### config.mk
export PLATFORM = sky130hd
export DESIGN_NAME = cdc_toggle_rx_mc
export DESIGN_NICKNAME = d
export VERILOG_FILES = /design/src/rtl/cdc_toggle_rx_mc.sv
export SDC_FILE = /design/constraint.sdc
export NUM_CORES = 1
export LEC_CHECK = 0
export ABC_CLOCK_PERIOD_IN_PS = 1700
export CORE_MARGIN = 2
export CORE_UTILIZATION = 45
export CTS_CLUSTER_DIAMETER = 200
export DETAILED_ROUTE_END_ITERATION = 12
export PLACE_DENSITY = 0.7
export SYNTH_ARGS = -nofsm -noshare
export SYNTH_HDL_FRONTEND = slang
export SYNTH_SLANG_ARGS = --single-unit
### constraint.sdc
create_clock -name dest_clk -period 1.7 [get_ports dest_clk]
set_input_delay 0.34 -clock dest_clk [delete_from_list [all_inputs] [get_ports dest_clk]]
set_output_delay 0.34 -clock dest_clk [all_outputs]
set_load 0.01 [all_outputs]
### src/rtl/cdc_toggle_rx_mc.sv
// Multi-channel toggle-handshake receiver: synchronises request toggles, arbitrates round-robin, returns ack toggles.
// Define CDC_TOGGLE_RX_ERR_EN to latch sticky per-channel violation flags on dest_err.
module cdc_toggle_rx_mc #(
  parameter int NUM_CH      = 4,
  parameter int SYNC_STAGES = 2,
  localparam int CW         = (NUM_CH > 1) ? $clog2(NUM_CH) : 1
) (
  input  logic              dest_clk,
  input  logic              dest_reset_n,
  input  logic [NUM_CH-1:0] src_req_tgl,
  output logic [NUM_CH-1:0] dest_ack_tgl,
  output logic              dest_strobe,
  output logic [CW-1:0]     dest_ch,
  input  logic              dest_stall,
  output logic [NUM_CH-1:0] dest_err
);

  logic [NUM_CH-1:0] sync_q [SYNC_STAGES];
  logic [NUM_CH-1:0] hist_q;
  logic [NUM_CH-1:0] pend_q, pend_d;
  logic [NUM_CH-1:0] ack_q, ack_d;
  logic [NUM_CH-1:0] busy, edge_det, gnt_oh, acc_oh;
  logic              strobe_q, strobe_d;
  logic [CW-1:0]     ch_q, ch_d;
  logic [CW-1:0]     rr_q, rr_d;
  logic [CW-1:0]     gnt_idx, rr_nxt;
  logic              gnt_valid, load, accept;

  assign edge_det = sync_q[SYNC_STAGES-1] ^ hist_q;

  // A channel stays busy until its event is accepted; edges in that window are violations.
  for (genvar gi = 0; gi < NUM_CH; gi++) begin : g_busy
    assign busy[gi] = pend_q[gi] | (strobe_q & (ch_q == CW'(gi)));
  end

  // Scan downward from rr_q+NUM_CH-1 so the lowest index at or after rr_q wins last.
  always_comb begin
    int          idx;
    logic [CW-1:0] sel;
    gnt_valid = 1'b0;
    gnt_idx   = '0;
    idx       = 0;
    sel       = '0;
    for (int k = NUM_CH - 1; k >= 0; k--) begin
      idx = (int'(rr_q) + k) % NUM_CH;
      sel = CW'(idx);
      if (pend_q[sel]) begin
        gnt_valid = 1'b1;
        gnt_idx   = sel;
      end
    end
  end

  assign rr_nxt = (gnt_idx == CW'(NUM_CH - 1)) ? '0 : gnt_idx + CW'(1);
  assign accept = strobe_q & ~dest_stall;
  assign load   = gnt_valid & (~strobe_q | ~dest_stall);
  assign gnt_oh = NUM_CH'(1) << gnt_idx;
  assign acc_oh = NUM_CH'(1) << ch_q;

  always_comb begin
    pend_d   = (pend_q | (edge_det & ~busy)) & ~(load ? gnt_oh : '0);
    ack_d    = ack_q ^ (accept ? acc_oh : '0);
    strobe_d = load ? 1'b1 : (accept ? 1'b0 : strobe_q);
    ch_d     = load ? gnt_idx : ch_q;
    rr_d     = load ? rr_nxt : rr_q;
  end

  always_ff @(posedge dest_clk or negedge dest_reset_n) begin
    if (!dest_reset_n) begin
      for (int s = 0; s < SYNC_STAGES; s++) sync_q[s] <= '0;
      hist_q   <= '0;
      pend_q   <= '0;
      ack_q    <= '0;
      strobe_q <= 1'b0;
      ch_q     <= '0;
      rr_q     <= '0;
    end else begin
      sync_q[0] <= src_req_tgl;
      for (int s = 1; s < SYNC_STAGES; s++) sync_q[s] <= sync_q[s-1];
      hist_q   <= sync_q[SYNC_STAGES-1];
      pend_q   <= pend_d;
      ack_q    <= ack_d;
      strobe_q <= strobe_d;
      ch_q     <= ch_d;
      rr_q     <= rr_d;
    end
  end

  assign dest_ack_tgl = ack_q;
  assign dest_strobe  = strobe_q;
  assign dest_ch      = ch_q;

`ifdef CDC_TOGGLE_RX_ERR_EN
  logic [NUM_CH-1:0] err_q;

  always_ff @(posedge dest_clk or negedge dest_reset_n) begin
    if (!dest_reset_n) err_q <= '0;
    else               err_q <= err_q | (edge_det & busy);
  end

  assign dest_err = err_q;
`else
  assign dest_err = '0;
`endif

endmodule

After elaboration in Yosys (flattened, before gate mapping)

Cells that the tools add are included.

Bits in registers: 25
Input port bits: 7
Output and inout bits: 11

Add/subtract/negate cells: 4
Order comparisons: 4
Eq/ne operators: 4
Shift-type cells: 2
Multiplexer cells: 21
Bitwise gates (word level): 20
Reduce and logical (&&, ||, !) cells: 2

Operators by type and width:

| kind                                                                         | count |
|---|---|
| 2-bit by 3-bit less-than comparator with 1-bit output, second input constant | 4 |
| 1-bit two-way mux                                                            | 10 |
| 2-bit two-way mux                                                            | 5 |
| 4-bit bitwise AND                                                            | 2 |
| 1-bit binary-select mux with 2-bit select                                    | 4 |
| 4-bit two-way mux                                                            | 2 |
| 4-bit inverter                                                               | 2 |
| 1-bit by 2-bit << shifter with 4-bit output, first input constant            | 2 |
| 4-bit XOR                                                                    | 2 |
| 1-bit bitwise AND                                                            | 6 |
| 2-bit == test, second input constant                                         | 3 |
| 1-bit bitwise OR                                                             | 5 |
| 2-bit by 1-bit adder with 2-bit output, second input constant                | 2 |
| 2-bit adder, second input constant                                           | 2 |
| 4-bit bitwise OR                                                             | 1 |
| 2-bit by 1-bit == test with 1-bit output, second input constant              | 1 |
| 2-bit logical NOT                                                            | 1 |
| 1-bit inverter                                                               | 2 |
| 2-bit nonzero test                                                           | 1 |

Longest topological paths before layout

Word-level depth: 11
Gate-level depth with buffers: 5

Worst setup path before layout

Ideal clock, no wire load.

Path kind: register to register
Start point: reg rr_q[1]
End point: reg pend_q[3]
Library setup time: 0.128 ns
Data arrival time: 1.146 ns
Required time: 1.572 ns
Slack: 0.426 ns
Cell stages (with the launch flop): 5
Buffers on the path: 0
Period minus slack after synthesis: 1.274 ns
Path through: dfrtp_1 nand2b_1 a311oi_2 and2_1 a21oi_1

Longest elaborated chain between the ends: 11
Elaborated cells on any way between the ends: 24
Those cells by class: add/sub: 3; shift: 1; mux: 17; bitwise: 3

RTL lines:

| what                                                                                    | line   | text |
|---|---|---|
| from (decl)                                                                             | 25     | `logic [CW-1:0] rr_q, rr_d;` |
| from (signal assigned)                                                                  | 85     | `rr_q <= rr_d;` |
| 2-bit adder                                                                             | 45     | `idx = (int'(rr_q) + k) % NUM_CH;` |
| 1-bit binary-select mux with 2-bit select                                               | 47     | `if (pend_q[sel]) begin` |
| 1-bit two-way mux (implied by the code)                                                 | 47     |  |
| 2-bit two-way mux / 1-bit two-way mux (equally long branches) (4 in a row)              | 47     |  |
| 1-bit by 2-bit << shifter with 4-bit output / 1-bit bitwise AND (equally long branches) | 57, 56 |  |
| 4-bit two-way mux *                                                                     | 61     | `pend_d = (pend_q \| (edge_det & ~busy)) & ~(load ? gnt_oh : '0);` |
| 4-bit inverter *                                                                        | 61     |  |
| 4-bit bitwise AND *                                                                     | 61     |  |
| named net pend_d[3]                                                                     | 20     | `logic [NUM_CH-1:0] pend_q, pend_d;` |
| to (signal assigned)                                                                    | 81     | `pend_q <= pend_d;` |
| to (decl)                                                                               | 20     |  |

The timed path passes the listed nets; every way through them passes the cells marked *. The select of a mux whose other input is x is not followed.
A chain may end at the register's enable or synchronous reset.

Worst setup path in the final report

Start point: reg ch_q[1], in the netlist dest_ch[1]
End point: out dest_ch[1]

RTL lines:

| what                   | line | text |
|---|---|---|
| from (decl)            | 24   | `logic [CW-1:0] ch_q, ch_d;` |
| from (signal assigned) | 84   | `ch_q <= ch_d;` |
| to (decl)              | 13   | `output logic [CW-1:0] dest_ch,` |

No word-level cell between the ends.

==> flow_summary_export.csv <==
group,metric,value,unit
detailed_routing,viasPerCell,4.774,
detailed_routing,ant_nets,0,
sta,hold_violations,0,
critical_path,path_max_fanout,6,
global_routing,grt_max_degree,26,
sta,final.setup.worst_slack,45.41,ps
placed_design,dp.cells,126,
critical_path,cp_cell_sequence,"clkdlybuf4s50_1",
critical_path,crit_path_end_kind,"output port",
synthesis,syn_inst,87,
critical_path,cp_slowest_cell,"clkdlybuf4s50_1",
finish,syn2layout_area_growth,23.49,%
detailed_routing,vias,654,
job,drv_cap,0,
synthesis,yosysWarnings,0,
clocking,cts_tree,"built",
hold_path,hold_class,"in2async",
critical_path,worstSetupPathType,"reg2out",
placed_design,place_ws,220.9,ps
critical_path,worstPathArrival,1310,ps
die,core.rowCount,17,
critical_path,critPathLaunchType,"flip-flop",
clocking,htreeDepth,1,
synthesis,ys_top_cells_by_area,"dfrtp_1, a21oi_1, xnor2_1, xor2_1, nor2_1",
placed_design,numPortBuffers,13,
placed_design,hpwl,1.049,mm
finish,diodes,0,
sta,timing.fmax,604.4,MHz
synthesis,synth_top_area_share,62.81,%
global_routing,grt-ovfl-total,0,
detailed_routing,drc,0,
sta,finalCriticalPeriod,1655,ps
global_routing,antenna_found_initial,0,
placed_design,place.gp.congestion,0.7988,
global_routing,grt_usage,13.60,%
sta,finalCritPeriodShare,97.33,%
sta,finalSetupViolCount,0,
detailed_routing,routedWlPerCell,11.67,um
synthesis,syn_avg_cell_area,11.45,sq um
global_routing,grt_pass1_wl,2.566,mm
die,io_pins,18,
critical_path,critPathMaxStageDelay,550,ps
sta,finalHoldWorstSlack,345.9,ps
global_routing,first_global_vias,569,
detailed_routing,routed_wl,1.599,mm
clocking,cts_hold_buf,0,
die,die_x,51.05,um
clocking,cts_sinks,25,
sta,tns,0,ps
clocking,clkTransAtPathRegs,140,ps
sta,clock_skew,2.949,ps
detailed_routing,drt_iter0_markers,12,
die,start_util,46.36,%
die,dieArea,2606,sq um
finish,drive_gt1_share,16.51,%
clocking,cts.path.max_buffers,2,
clocking,numCtsBuffers,3,
synthesis,syn_area,996.0,sq um
sta,maxSlewViolCount,0,
status,status,"complete, no violations",
finish,final_nets,117,
detailed_routing,dr.pass1.iters,6,
power,p_per_area,1619,nW/um^2
critical_path,critical-path-top-delay-family,"buffers and inverters",
power,ir_worst_vdd,0.9794,mV
power,p_leak,0.0005377,uW
die,coreArea,2148,sq um
synthesis,synth.ff_latch_count,25,
finish,fin_cells,137,
finish,fin_util,57.25,%
synthesis,synth_area_leader_cell,"dfrtp_1",
synthesis,seq_area_frac_synth,62.81,%
critical_path,crit_required,1360,ps
synthesis,synth.distinct_cells,22,
clocking,worstSkewPairLatency,330,ps
critical_path,path_buf_inv,1,
die,die_h,51.05,um
clocking,ctsRootBufferMaster,"clkbuf_4",
[flip-flops by register name (all words and copies together) (netlist names)]
register / flops
rr_q: 2
dest_strobe: 1
hist_q: 4
dest_ch: 2
pend_q: 4
dest_ack_tgl: 4
sync_q: 8
[kinds of logic (layout without fill, tap and decap cells)]
logic type      after synthesis  in the layout  share of synthesized area, %
simple gates                 27             27                         13.57
flops                        25             25                         62.81
compound gates               17             17                         10.80
xor+xnor                      9              9                         7.914
buf+inv                       8             27                         4.522
other cells                   1              4                        0.3765
[layout make-up]
cell class                      instances  area (sq um)
Clock buffer                            3         22.52
Clock inverter                          1         8.758
Fill cell                             186         918.4
Inverter                                2         7.507
Multi-Input combinational cell         57         336.6
Sequential cell                        25         629.4
Tap cell                               28         35.03
Timing Repair Buffer                   21         190.2
[cells in the mapped netlist]
master / count
dfrtp_1: 25
a21oi_1: 10
nor2_1: 9
nand2_1: 8
xnor2_1: 5
buf_4: 4
xor2_1: 4
nand3b_1: 3
a21o_1: 2
clkbuf_1: 2
nand2b_1: 2
nand3_1: 2
o21ai_1: 2
a21boi_1: 1
a311oi_2: 1
and2_1: 1
and2b_1: 1
conb_1: 1
inv_1: 1
inv_2: 1
nor4_2: 1
o32a_1: 1
[routing by layer]
metal	up-vias	routed length (um)	share of wire (%)	global-route usage (%)
met2	14	735	46	20.56
met1	317	781	49	17.93
met3	2	67	4.2	4.678
met5	-	0	0	0
li1	321	-	-	-
met4	0	15	0.94	5.405
[stage by stage]
stage	power [uW]	instance area, sq um
6_report	1991	1230
5_1_grt	2150	1230
4_1_cts	1934	1177
3_5_place_dp	1642	1142
3_3_place_gp	1627	1142
2_1_floorplan	1381	1007
[cell usage in the layout (no fill, tap or decap), drive strengths merged]
cell,netlist,routed
dfrtp,25,25
and2b,1,1
nand2b,2,2
clkdlybuf4s50,0,13
o32a,1,1
inv,2,3
a21oi,10,10
and2,1,1
nor4,1,1
xnor2,5,5
nor2,9,9
buf,4,8
a311oi,1,1
conb,1,4
nand3b,3,3
nand2,8,8
clkbuf,2,3
a21o,2,2
o21ai,2,2
nand3,2,2
xor2,4,4
a21boi,1,1
[repair_timing]
action	4_1_cts	5_1_grt
endpoints found under the setup margin	3	3
resized for setup	3	0
setup buffers	0	7
cloned	0	0
[final timing paths]
| kind | cells after the start | to | start | slack, ps |
|---|---|---|---|---|
| max in group asynchronous | 2 | dest_strobe | dest_reset_n | 1110 |
| worst max-delay path | 1 | dest_ch[1] | dest_ch[1] | 50 |
| worst min-delay path | 2 | dest_ack_tgl[0] | dest_reset_n | 350 |
| worst max register to register | 4 | pend_q[3] | rr_q[1] | 280 |
| min in group dest_clk | 0 | sync_q[1] | sync_q[5] | 370 |
| worst min register to register | 0 | sync_q[1] | sync_q[5] | 370 |
[power by group]
part	switching, uW	internal [uW]	total, uW
Clock	186	96.0	282
Combinational	350	436	786
Sequential	168	755	923
(Power assumes the default switching activity.)
==> patch, RTL diff (same settings) <==
The parameter `SYNC_STAGES` goes from 2 to 1.
--- a/src/rtl/cdc_toggle_rx_mc.sv
+++ b/src/rtl/cdc_toggle_rx_mc.sv
@@ -4,3 +4,3 @@
   parameter int NUM_CH      = 4,
-  parameter int SYNC_STAGES = 2,
+  parameter int SYNC_STAGES = 1,
   localparam int CW         = (NUM_CH > 1) ? $clog2(NUM_CH) : 1
Function: changed (Yosys sat finds a counterexample within 4 cycles, from zero or initial values and one cycle with dest_reset_n low).
==> patch against the original RTL <==
Final area down 11%; setup slack improved by 43 ps; power shrank 9.7%; area after synthesis is 9.3% lower; sequential power decreased by 10%; via count fell by 3.1%; routed wire length is 9.6% lower; sequential cell count decreased by 4; critical path type unchanged; critical endpoint unchanged.
==> patch: results (changes against the original RTL) <==
| Metric | Value |
|---|---|
| Met3 Usage GRT | 6.75% (+2.1 points) |
| Placed cell area | 0.00104 mm2 (-8.7%) |
| Met3 routed WL | 97 um (+45%) |
| Gate power share | 40.3% (+0.8 points) |
| Sequential share of power | 46.2% (about the same) |
| Multi-input gates | 58 (+1.8%) |
| PD cells | 1640 mW/mm2 (+1.1%) |
| Post-cts sizing count | 4 (+1) |
| Overall power | 1.80 mW (-9.7%) |
| Top cells by area, synth | dfrtp_1 58%, xor2_1 5.8%, a21oi_1 5.5% |
| Area share of xor/xnor cells in the synthesized design | 8.73% (+0.81 points) |
| First-pass GRT wire length | 2.59 mm (+1.1%) |
| GRT Util Overall | 14.9% (+1.3 points) |
| Post-route insts no fill | 129 (-5.8%) |
| Clock-cell share | 2.73% (+0.19 points) |
| DRT met1 WL | 679 um (-13%) |
| M1 GR Usage | 20.2% (+2.3 points) |
| Drt pass-1 iters | 4 (-2) |
| Met2 Use GR | 20.8% (+0.21 points) |
| Lkg Pwr | 0.477 nW (-11%) |
| Status | finished clean |
| Placed Cells | 122 (-3.2%) |
| Number of global-route vias before repair | 539 (-5.3%) |
| Met2 routed WL | 649 um (-12%) |
| Largest net degree at the start of global routing | 22 (-15%) |
| Nets | 110 (-6.0%) |
| Routability Congestion | 0.840 (+5.2%) |
| Synth top cells by count | 21 x dfrtp_1, 10 x a21oi_1, 10 x nor2_1 |
| Synthesized flop and latch total | 21 (-16%) |
| Sequential share of cell area | 48.2% (-3.0 points) |
| Share of layout cells above drive strength 1 | 13.7% (-2.8 points) |
| Post-Place Setup Slack | 188 ps (-33.3 ps) |
| Crit Path Max Fanout | 5 (-1) |
patch: cell types whose count changed in the layout (fill, tap and decap cells not counted), moves of 2 or more:
| cell | before | now |
|---|---|---|
| xor2_1 | 4 | 6 |
| xnor2_1 | 5 | 3 |
| dfrtp_1 | 22 | 18 |
| buf_4 | 8 | 4 |
patch: worst paths after layout:
check / slack (ps) / from / end / cells past startpoint
setup / recovery: 90 / dest_ch[1]$_DFFE_PN0P_ / dest_ch[1] / 1
hold / removal: 360 / dest_reset_n / dest_ack_tgl[1]$_DFF_PN0_ / 2
setup reg to reg: 230 / rr_q[1]$_DFFE_PN0P_ / pend_q[3]$_DFF_PN0_ / 4
hold reg to reg: 410 / sync_q[2]$_DFF_PN0_ / hist_q[2]$_DFF_PN0_ / 0
max in group asynchronous: 1110 / dest_reset_n / dest_ch[1]$_DFFE_PN0P_ / 2
min in group dest_clk: 410 / sync_q[2]$_DFF_PN0_ / hist_q[2]$_DFF_PN0_ / 0
